==> src/rtl/dmem_rmw_ctrl_if.sv <==
// Load/store-stage and data-RAM signals of the read-modify-write memory controller.
// The slave modport is the controller's view; master is the pipeline/RAM side.
interface dmem_rmw_ctrl_if;
  logic        req;
  logic        we;
  logic [1:0]  size;
  logic        sign;
  logic [31:0] addr;
  logic [31:0] wdata;
  logic        ready;
  logic        done;
  logic        err;
  logic [31:0] rdata;
  logic [29:0] mem_addr;
  logic        mem_re;
  logic        mem_we;
  logic [31:0] mem_wdata;
  logic [31:0] mem_rdata;

  modport slave (
    input  req, we, size, sign, addr, wdata, mem_rdata,
    output ready, done, err, rdata, mem_addr, mem_re, mem_we, mem_wdata
  );

  modport master (
    output req, we, size, sign, addr, wdata, mem_rdata,
    input  ready, done, err, rdata, mem_addr, mem_re, mem_we, mem_wdata
  );
endinterface

==> src/rtl/dmem_rmw_ctrl.sv <==
// Data-memory controller for a word-only RAM: sub-word stores are done as read-modify-write,
// sub-word loads are lane-selected and sign/zero-extended.
module dmem_rmw_ctrl (
  input logic           clk,
  input logic           rst_n,
  dmem_rmw_ctrl_if.slave bus
);

  typedef enum logic [2:0] {
    StIdle,
    StRead,
    StRwait,
    StWrite,
    StResp,
    StErr
  } stateT;

  stateT       stateQ, stateD;
  logic        weQ;
  logic [1:0]  sizeQ;
  logic        signQ;
  logic [1:0]  addrLowQ;
  logic [15:0] wdataQ;
  logic [29:0] memAddrQ;
  logic [31:0] memWdataQ;
  logic [31:0] rdataQ;

  logic        accept;
  logic        misaligned;
  logic        wordStore;
  logic [3:0]  laneMask;
  logic [31:0] newData;
  logic [31:0] merged;
  logic [31:0] shifted;
  logic [31:0] loadData;

  assign accept     = (stateQ == StIdle) && bus.req;
  assign misaligned = (bus.size == 2'b01 && bus.addr[0]) ||
                      (bus.size[1] && bus.addr[1:0] != 2'b00);
  assign wordStore  = bus.we && bus.size[1];

  always_comb begin
    stateD = stateQ;
    unique case (stateQ)
      StIdle: begin
        if (bus.req) begin
          if (misaligned)     stateD = StErr;
          else if (wordStore) stateD = StWrite;
          else                stateD = StRead;
        end
      end
      StRead:  stateD = StRwait;
      StRwait: stateD = weQ ? StWrite : StResp;
      StWrite: stateD = StResp;
      StResp:  stateD = StIdle;
      StErr:   stateD = StIdle;
      default: stateD = StIdle;
    endcase
  end

  always_comb begin
    laneMask = 4'b1111;
    if (sizeQ == 2'b00)      laneMask = 4'b0001 << addrLowQ;
    else if (sizeQ == 2'b01) laneMask = addrLowQ[1] ? 4'b1100 : 4'b0011;
  end

  // Replicate store data across lanes so the mask alone picks what lands where.
  always_comb begin
    newData = {wdataQ, wdataQ};
    if (sizeQ == 2'b00) newData = {4{wdataQ[7:0]}};
    merged = bus.mem_rdata;
    for (int k = 0; k < 4; k++) begin
      if (laneMask[k]) merged[8*k +: 8] = newData[8*k +: 8];
    end
  end

  always_comb begin
    shifted  = bus.mem_rdata >> {addrLowQ, 3'b000};
    loadData = bus.mem_rdata;
    if (sizeQ == 2'b00)      loadData = {{24{signQ & shifted[7]}}, shifted[7:0]};
    else if (sizeQ == 2'b01) loadData = {{16{signQ & shifted[15]}}, shifted[15:0]};
  end

  always_ff @(posedge clk or negedge rst_n) begin
    if (!rst_n) begin
      stateQ    <= StIdle;
      weQ       <= 1'b0;
      sizeQ     <= 2'b00;
      signQ     <= 1'b0;
      addrLowQ  <= 2'b00;
      wdataQ    <= 16'h0000;
      memAddrQ  <= 30'h0;
      memWdataQ <= 32'h0;
      rdataQ    <= 32'h0;
    end else begin
      stateQ <= stateD;
      if (accept) begin
        weQ      <= bus.we;
        sizeQ    <= bus.size;
        signQ    <= bus.sign;
        addrLowQ <= bus.addr[1:0];
        wdataQ   <= bus.wdata[15:0];
        memAddrQ <= bus.addr[31:2];
        if (wordStore) memWdataQ <= bus.wdata;
      end
      if (stateQ == StRwait) begin
        if (weQ) memWdataQ <= merged;
        else     rdataQ    <= loadData;
      end
    end
  end

  assign bus.ready     = (stateQ == StIdle);
  assign bus.done      = (stateQ == StResp) || (stateQ == StErr);
  assign bus.err       = (stateQ == StErr);
  assign bus.mem_re    = (stateQ == StRead);
  assign bus.mem_we    = (stateQ == StWrite);
  assign bus.mem_addr  = memAddrQ;
  assign bus.mem_wdata = memWdataQ;
  assign bus.rdata     = rdataQ;

endmodule

==> src/flat_wrapper.sv <==
// flat-port wrapper written by rule: the top's interface ports become plain ports
module dmem_rmw_ctrl_flat 
  (clk, rst_n, bus_req, bus_we, bus_size, bus_sign, bus_addr, bus_wdata, bus_mem_rdata, bus_ready, bus_done, bus_err, bus_rdata, bus_mem_addr, bus_mem_re, bus_mem_we, bus_mem_wdata);
  dmem_rmw_ctrl_if bus_i ();
  input logic clk;
  input logic rst_n;
  input wire logic [$bits(bus_i.req)-1:0] bus_req;
  input wire logic [$bits(bus_i.we)-1:0] bus_we;
  input wire logic [$bits(bus_i.size)-1:0] bus_size;
  input wire logic [$bits(bus_i.sign)-1:0] bus_sign;
  input wire logic [$bits(bus_i.addr)-1:0] bus_addr;
  input wire logic [$bits(bus_i.wdata)-1:0] bus_wdata;
  input wire logic [$bits(bus_i.mem_rdata)-1:0] bus_mem_rdata;
  output wire logic [$bits(bus_i.ready)-1:0] bus_ready;
  output wire logic [$bits(bus_i.done)-1:0] bus_done;
  output wire logic [$bits(bus_i.err)-1:0] bus_err;
  output wire logic [$bits(bus_i.rdata)-1:0] bus_rdata;
  output wire logic [$bits(bus_i.mem_addr)-1:0] bus_mem_addr;
  output wire logic [$bits(bus_i.mem_re)-1:0] bus_mem_re;
  output wire logic [$bits(bus_i.mem_we)-1:0] bus_mem_we;
  output wire logic [$bits(bus_i.mem_wdata)-1:0] bus_mem_wdata;
  assign bus_i.req = bus_req;
  assign bus_i.we = bus_we;
  assign bus_i.size = bus_size;
  assign bus_i.sign = bus_sign;
  assign bus_i.addr = bus_addr;
  assign bus_i.wdata = bus_wdata;
  assign bus_i.mem_rdata = bus_mem_rdata;
  assign bus_ready = bus_i.ready;
  assign bus_done = bus_i.done;
  assign bus_err = bus_i.err;
  assign bus_rdata = bus_i.rdata;
  assign bus_mem_addr = bus_i.mem_addr;
  assign bus_mem_re = bus_i.mem_re;
  assign bus_mem_we = bus_i.mem_we;
  assign bus_mem_wdata = bus_i.mem_wdata;
  dmem_rmw_ctrl u_core (.clk(clk), .rst_n(rst_n), .bus(bus_i));
endmodule
==> config.mk <==
export PLATFORM = sky130hd
export DESIGN_NAME = dmem_rmw_ctrl_flat
export DESIGN_NICKNAME = d
export VERILOG_FILES = /design/src/rtl/dmem_rmw_ctrl_if.sv /design/src/rtl/dmem_rmw_ctrl.sv /design/src/flat_wrapper.sv
export SDC_FILE = /design/constraint.sdc
export NUM_CORES = 1
export LEC_CHECK = 0
export ABC_AREA = 1
export BUFFER_PORTS_ARGS = -buffer_cell sky130_fd_sc_hd__buf_2
export CORE_ASPECT_RATIO = 1.75
export CORE_MARGIN = 2
export CORE_UTILIZATION = 45
export DETAILED_ROUTE_END_ITERATION = 7
export GPL_TIMING_DRIVEN = 0
export PLACE_DENSITY_LB_ADDON = 0.25
export SLEW_MARGIN = 15
export SYNTH_ARGS = -nofsm -noshare
export SYNTH_HDL_FRONTEND = slang
export SYNTH_SLANG_ARGS = --single-unit
==> constraint.sdc <==
create_clock -name clk -period 2.5 [get_ports clk]
set_input_delay 0.375 -clock clk [delete_from_list [all_inputs] [get_ports clk]]
set_output_delay 0.375 -clock clk [all_outputs]
set_load 0.05 [all_outputs]
* After elaboration in Yosys (flattened, before gate mapping)
Cells that the tools add are included.
** Cells by class
- Eq/ne operators :: 8
- Shift-type cells :: 2
- Mux-type cells :: 19
- Bitwise logic cells :: 3
- Reduce and logical (&&, ||, !) cells :: 10
** Operator list (number)
- 2-to-1 mux 32 bit :: 7
- 2-to-1 mux 8 bit :: 4
- >> shifter 32 x 5 -> 16 bit :: 1
- 2-to-1 mux 4 bit :: 3
- one-hot mux 3 bit (4 select lines) :: 1
- 2-to-1 mux 3 bit :: 3
- == test 3 x 2 -> 1 bit, second input constant :: 2
- == test 3 bit, second input constant :: 2
- == test 2 x 1 -> 1 bit, second input constant :: 2
- logical AND 1 bit :: 4
- left shift 1 x 2 -> 4 bit, first input constant :: 1
- == test 3 x 1 -> 1 bit, second input constant :: 1
- zero test 3 bit :: 1
- AND 1 bit :: 2
- zero test 2 bit :: 1
- logical OR 1 bit :: 2
- 2-to-1 mux 2 bit :: 1
- != test 2 bit, second input constant :: 1
- AND reduction 2 bit :: 1
- nonzero test 2 bit :: 1
- NOT 1 bit :: 1
** Word-level totals
- Register bits :: 119
- Input port bits :: 103
- Output and inout port bits :: 99
- Logic and storage cells :: 51

* Logic depth before layout (Yosys ltp)
Gate-level depths: netlist of the first run.
- Depth after elaboration :: 6
- Gate-level depth with buffers :: 11
- Gate-level depth less buffers :: 9

* Worst setup path after synthesis of the first run
No wires, ideal clock.
- Path type :: register -> output
- Start :: register u_core.stateQ[1]
- End :: output bus_mem_we
- Data arrival time :: 1.586 ns
- Slack :: 0.539 ns
- Stages on the path, launching flop included :: 3
- Path buffers :: 0
- Path through :: dfrtp_1 inv_2 nor3_1
** On the way
- Word-level cells in the longest chain between the ends :: 1
** Ends and longest elaborated chain
- from (decl) :: line dmem_rmw_ctrl.sv:18 : stateT stateQ, stateD;
- from (signal assigned) :: line dmem_rmw_ctrl.sv:86 : stateQ <= StIdle;
- from (signal assigned) :: line dmem_rmw_ctrl.sv:96 : stateQ <= stateD;
- == test 3 x 2 -> 1 bit :: line dmem_rmw_ctrl.sv:117 : assign bus.mem_we = (stateQ == StWrite);
- to (decl) :: line flat_wrapper.sv:20 : output wire logic [$bits(bus_i.mem_we)-1:0] bus_mem_we;
No other way between the ends.

* Final worst setup path of the first run
- Start :: register u_core.stateQ[2]
- End :: output bus_ready
** On the way
- Word-level cells in the longest chain between the ends :: 1
** Ends and longest elaborated chain
- zero test 3 bit :: line dmem_rmw_ctrl.sv:113 : assign bus.ready = (stateQ == StIdle);
- to (decl) :: line flat_wrapper.sv:14 : output wire logic [$bits(bus_i.ready)-1:0] bus_ready;
No other way between the ends.

==> metrics, run 1 <==
status completed; deepest clock path buffer count 2; CTS root buf clkbuf_16; Critical-path top delay cell dfrtp_1; RSZ-0062 raised after global routing false; Fill cells 1302; H-Tree Depth 4; DR WL met3 1190 um; CP Cell Sequence inv_2, nand3_4, inv_2, buf_4, buf_6, buf_2; WL final 20600 um; clk_lat worst skew 420 ps; Sink Count 119; Worst Hold Path Cells 3; fmax 456 MHz; Setup crit end kind output port; clk slew on worst S/H paths 60 ps; Worst R2R Path Depth 6; core area 13800 um^2; Clock Power Share 17.5%; routability cong. 0.965; cts repair resizes 0; Vias/cell 5.19; warning count from the yosys run 0; all-layer global routing usage 28.0%; sequential fraction of the synthesis area 47.3%; vias in the first global route 6147; critical path arrival 1820 ps; initial antenna violation count 1; relative slew slack 60.8%; syn avg cell area 7.98 um^2; first-pass GRT wire length 31900 um; maximum VDD drop 0.902 mV; reg-to-reg startpoint u_core.sizeQ[1]; CP required 2120 ps; post-DR wirelength/cell 17.2 um; most common cell after layout, fill and taps aside nand2_1; Final setup viols 0; Cell Pwr Density 1670 nW/um^2; Cell Rows 57; Pins Over Slew Limit 0; register bit total from synthesis 119; Syn-to-layout area delta 29.3%; Netlist Area Pre-Place 6290 um^2; sequential share of power 24.9%; hold-fix buffers at CTS 1; CTS tree done; Hold WC Path Type in2reg; library cells used by synthesis 30; setup TNS 0 ps; NetSw 7.27 mW; Die H 160 um; Power, Total 13.6 mW; final hold vios 0; Gate power share 57.5%; largest net degree at the start of global routing 66; die width 93.4 um; Syn Nets 891; skew final 8.75 ps; M1 WL 7500 um; Startpoint Class flip-flop; Pint 6.35 mW; area leader, netlist dfrtp_1; cells after synthesis 788; via count 6233; Top Layer Used met4; most frequent cells in the layout nand2_1 (277), buf_2 (214), dfrtp_1 (119); crit path kind reg2out; Final nets 1112; total gr overflow 0; HP Start bus_size[0]; max_cap viols 0; die area 15000 um^2; postcts setup bufs 0; DRT iter0 DRCs 329; most numerous cell on the critical path inv_2; post-detail-place hpwl 15900 um; total CTS buffers 17; Initial DRT Pass Iterations 5; post-route ant nets 0; Crit. Startpoint u_core.stateQ[2]; part of the cycle the worst path needs 87.6%; I/O Buffers 200; starting density of the core 45.7%; Top-Level Pins 202; Switching Share 53.4%; Final Critical Period 2190 ps; DR WL met2 10900 um; Worst path max stage delay 440 ps; crit-path max FO 10; leakage 4.34 nW; area fraction of the dominant cell type after synthesis 47.3%; share of layout cells above drive strength 1 32.3%; worst slew pin tran 582 ps; top cells by area, synth dfrtp_1 (47%), nand2_1 (17%), mux2_2 (5.4%); DR DRC count 0
[critical path, delay by kind of cell (launching register included)]
family | cells | cell delay, ps
buffers and inverters | 5 | 800
DFF | 1 | 440
and+or+nand+nor | 1 | 150
[metal layers]
metal | track usage [%] | vias to the layer above
met1 | 31.2 | 2908
met2 | 49.5 | 266
li1 | - | 3001
met5 | 0 | -
met4 | 14.8 | 0
met3 | 5.11 | 58
[state kept, by name, indices dropped and copies added, names as in the netlist]
| register | cells |
|---|---|
| u_core.wdataQ | 16 |
| u_core.addrLowQ | 2 |
| u_core.sizeQ | 2 |
| u_core.signQ | 1 |
| u_core.bus.mem_addr | 30 |
| u_core.bus.rdata | 32 |
| u_core.weQ | 1 |
| u_core.bus.mem_wdata | 32 |
| u_core.stateQ | 3 |
[final cells by class]
type / count / area, um^2 / share of cell area [%]
sequential: 119 / 2980 / 36.6
multi-input combinational: 568 / 2820 / 34.7
timing repair buffer: 202 / 1040 / 12.8
clock buffer: 18 / 429 / 5.28
buffer: 42 / 268 / 3.29
inverter: 59 / 221 / 2.72
tap: 177 / 221 / 2.72
clock inverter: 14 / 141 / 1.74
antenna: 2 / 5.00 / 0.0615
[synthesized netlist by cell type, drive strengths merged]
master,count
clkbuf,11
buf,31
inv,58
nor3,4
nand3b,1
nand4,18
mux2,30
clkinv,1
nor2,70
o21ai,56
a21oi,25
nand3,56
dfrtp,119
o211ai,22
nand2,286
[cell families after synthesis]
family	share of synthesized area [%]
AO/OA/AOI/OAI	9.15
AND/OR/NAND/NOR	30.4
flip-flops	47.3
buffers and inverters	7.78
multiplexers	5.37
[per-stage QoR]
stage / setup slack (ps) / hold WS [ps] / util, % / std cells / cell area, um^2
final: 309 / 184 / 59.1 / 1201 / 8130
after global routing: 203 / 173 / 59.1 / 1200 / 8130
after CTS: 297 / 170 / 59.0 / 1199 / 8130
after detailed placement: 667 / 367 / 54.8 / 1166 / 7550
after global placement: -507 / 462 / 54.6 / 1165 / 7510
after floorplan: 539 / 79.4 / - / 788 / 6290
[path summary, 6_finish.rpt]
| path | slack, ps | to |
|---|---|---|
| min in group asynchronous | 490 | u_core.bus.mem_wdata[10] |
| setup reg to reg | 650 | u_core.bus.mem_wdata[10] |
| setup / recovery | 310 | bus_ready |
| hold / removal | 180 | u_core.sizeQ[0] |
| hold reg to reg | 480 | u_core.bus.rdata[8] |
| max in group asynchronous | 1300 | u_core.wdataQ[14] |
[power groups by stage]
stage	registers, mW	clock network [mW]	logic, mW
after floorplan	6.01	0	3.26
after global placement	3.39	0	7.73
after detailed placement	3.41	0	7.81
after CTS	3.39	2.41	7.84
after global routing	3.49	2.50	8.41
final	3.39	2.39	7.83
No activity file was read; power rests on OpenSTA's default activity.
==> run 2, diff against run 1 <==
--- a/config.mk
+++ b/config.mk
@@ -9,7 +9,7 @@
 export BUFFER_PORTS_ARGS = -buffer_cell sky130_fd_sc_hd__buf_2
 export CORE_ASPECT_RATIO = 1.75
 export CORE_MARGIN = 2
-export CORE_UTILIZATION = 45
+export CORE_UTILIZATION = 50
 export DETAILED_ROUTE_END_ITERATION = 7
 export GPL_TIMING_DRIVEN = 0
 export PLACE_DENSITY_LB_ADDON = 0.25
==> metrics, run 2 (synthesized netlist as in run 1, its figures left out) <==
status completed; Antenna Cells 0; die area 13500 um^2; crit-path max FO 10; die width 88.8 um; crit path kind reg2out; post-detail-place hpwl 15600 um; clk slew on worst S/H paths 60 ps; Cell Pwr Density 1680 nW/um^2; most common cell after layout, fill and taps aside nand2_1; first-pass GRT wire length 31500 um; core area 12400 um^2; Cell Rows 54; skew final 8.52 ps; DRT iter0 DRCs 305; clk_lat worst skew 420 ps; starting density of the core 50.9%; Syn-to-layout area delta 29.7%; deepest clock path buffer count 2; all-layer global routing usage 30.7%; maximum VDD drop 1.06 mV; share of layout cells above drive strength 1 32.4%; I/O Buffers 200; CTS root buf clkbuf_16; setup TNS 0 ps; reg-to-reg slack, setup 680 ps; part of the cycle the worst path needs 87.4%; CP required 2120 ps; Power, Total 13.7 mW; Pins Over Slew Limit 0; Die H 152 um; cts repair resizes 0; RSZ-0062 raised after global routing false; total CTS buffers 17; post-DR wirelength/cell 16.8 um; WL final 20000 um; Final nets 1112; routability cong. 0.945; largest net degree at the start of global routing 74; initial antenna violation count 0; Post-Layout Cell Count 1190; DR DRC count 0; worst slew pin tran 549 ps; Sink Count 119; Top-Level Pins 202; relative slew slack 63.0%; reg-to-reg startpoint u_core.addrLowQ[1]; Final setup viols 0; Gate power share 56.8%; Initial DRT Pass Iterations 7; final hold vios 0; total gr overflow 0; max_cap viols 0; Setup crit end kind output port; via count 6291; fmax 458 MHz; Clock Power Share 18.4%; postcts setup bufs 0; HP Start bus_addr[14]; most frequent cells in the layout nand2_1 (277), buf_2 (214), dfrtp_1 (119); NetSw 7.19 mW; vias in the first global route 6315; Pint 6.56 mW; hold-fix buffers at CTS 1; Switching Share 52.3%; leakage 4.37 nW; Worst R2R Path Depth 7; post-route ant nets 0; RR Endpoint u_core.bus.mem_wdata[10]; CTS tree done; Placed Cells incl. Taps 1157; H-Tree Depth 4; Worst Hold Path Cells 2; Fill cells 1137; Startpoint Class flip-flop; sequential share of power 24.7%; Hold WC Path Type in2reg; Final Critical Period 2180 ps; critical path arrival 1810 ps; WHS Endpoint u_core.bus.mem_addr[12]; Vias/cell 5.29
## run 2: cell types whose count changed in the layout (fill, tap and decap cells not counted), sizes merged
cell,previous run,this run
inv,65,60
clkinv,3,7
bufinv,1,3
diode,2,0
clkinvlp,4,3
## run 2: how the worst max path moves through the flow
| stage | from | endpoint | slack (ps) | cells after the start |
|---|---|---|---|---|
| 2_1_floorplan | u_core.stateQ[1] | bus_mem_we | 540 | 2 |
| 3_3_place_gp | rst_n | u_core.bus.rdata[29] | -460 | 1 |
| 3_5_place_dp | bus_size[1] | u_core.stateQ[1] | 710 | 6 |
| 4_1_cts | u_core.stateQ[1] | bus_ready | 300 | 6 |
| 5_1_grt | u_core.stateQ[2] | bus_ready | 240 | 6 |
| 6_report | u_core.stateQ[1] | bus_ready | 320 | 6 |
## run 2: power by group through the flow
stage               Clock, mW  Sequential [mW]  Combinational [mW]
floorplan                   0             6.01                3.26
global placement            0             3.39                7.70
detailed placement          0             3.41                7.80
CTS                      2.56             3.39                7.83
global route             2.65             3.52                8.40
finish                   2.54             3.40                7.81
## run 2: critical path: stages, from the launching register on
cell and delay (ps):
dfrtp_1 410, inv_2 120, nand3_4 170, inv_2 100, buf_4 170, buf_6 140
buf_2 260
## run 2: metrics by stage
| stage | instance area (um^2) | util [%] | setup WS [ps] | hold WS [ps] |
|---|---|---|---|---|
| 2_1_floorplan | 6290 | - | 539 | 79.4 |
| 3_3_place_gp | 7500 | 60.7 | -465 | 458 |
| 3_5_place_dp | 7540 | 60.9 | 707 | 340 |
| 4_1_cts | 8160 | 66.0 | 305 | 174 |
| 5_1_grt | 8160 | 66.0 | 241 | 176 |
| 6_report | 8160 | 66.0 | 315 | 186 |
## run 2: layout make-up
cell class,count,area (um^2),share of cell area (%)
plain buffers,42,268,3.28
flip-flops and latches,119,2980,36.5
well taps,168,210,2.58
inverters,59,221,2.71
repair buffers,202,1040,12.8
clock buffers,18,439,5.38
multi-input cells,568,2820,34.6
clock inverters,14,175,2.15
## run 2: metal layers
| metal | share of wire (%) | GRT usage (%) |
|---|---|---|
| met2 | 52 | 52.4 |
| met4 | 6.5 | 18.7 |
| met5 | 0 | 0 |
| met1 | 35 | 32.8 |
| met3 | 6.5 | 7.48 |
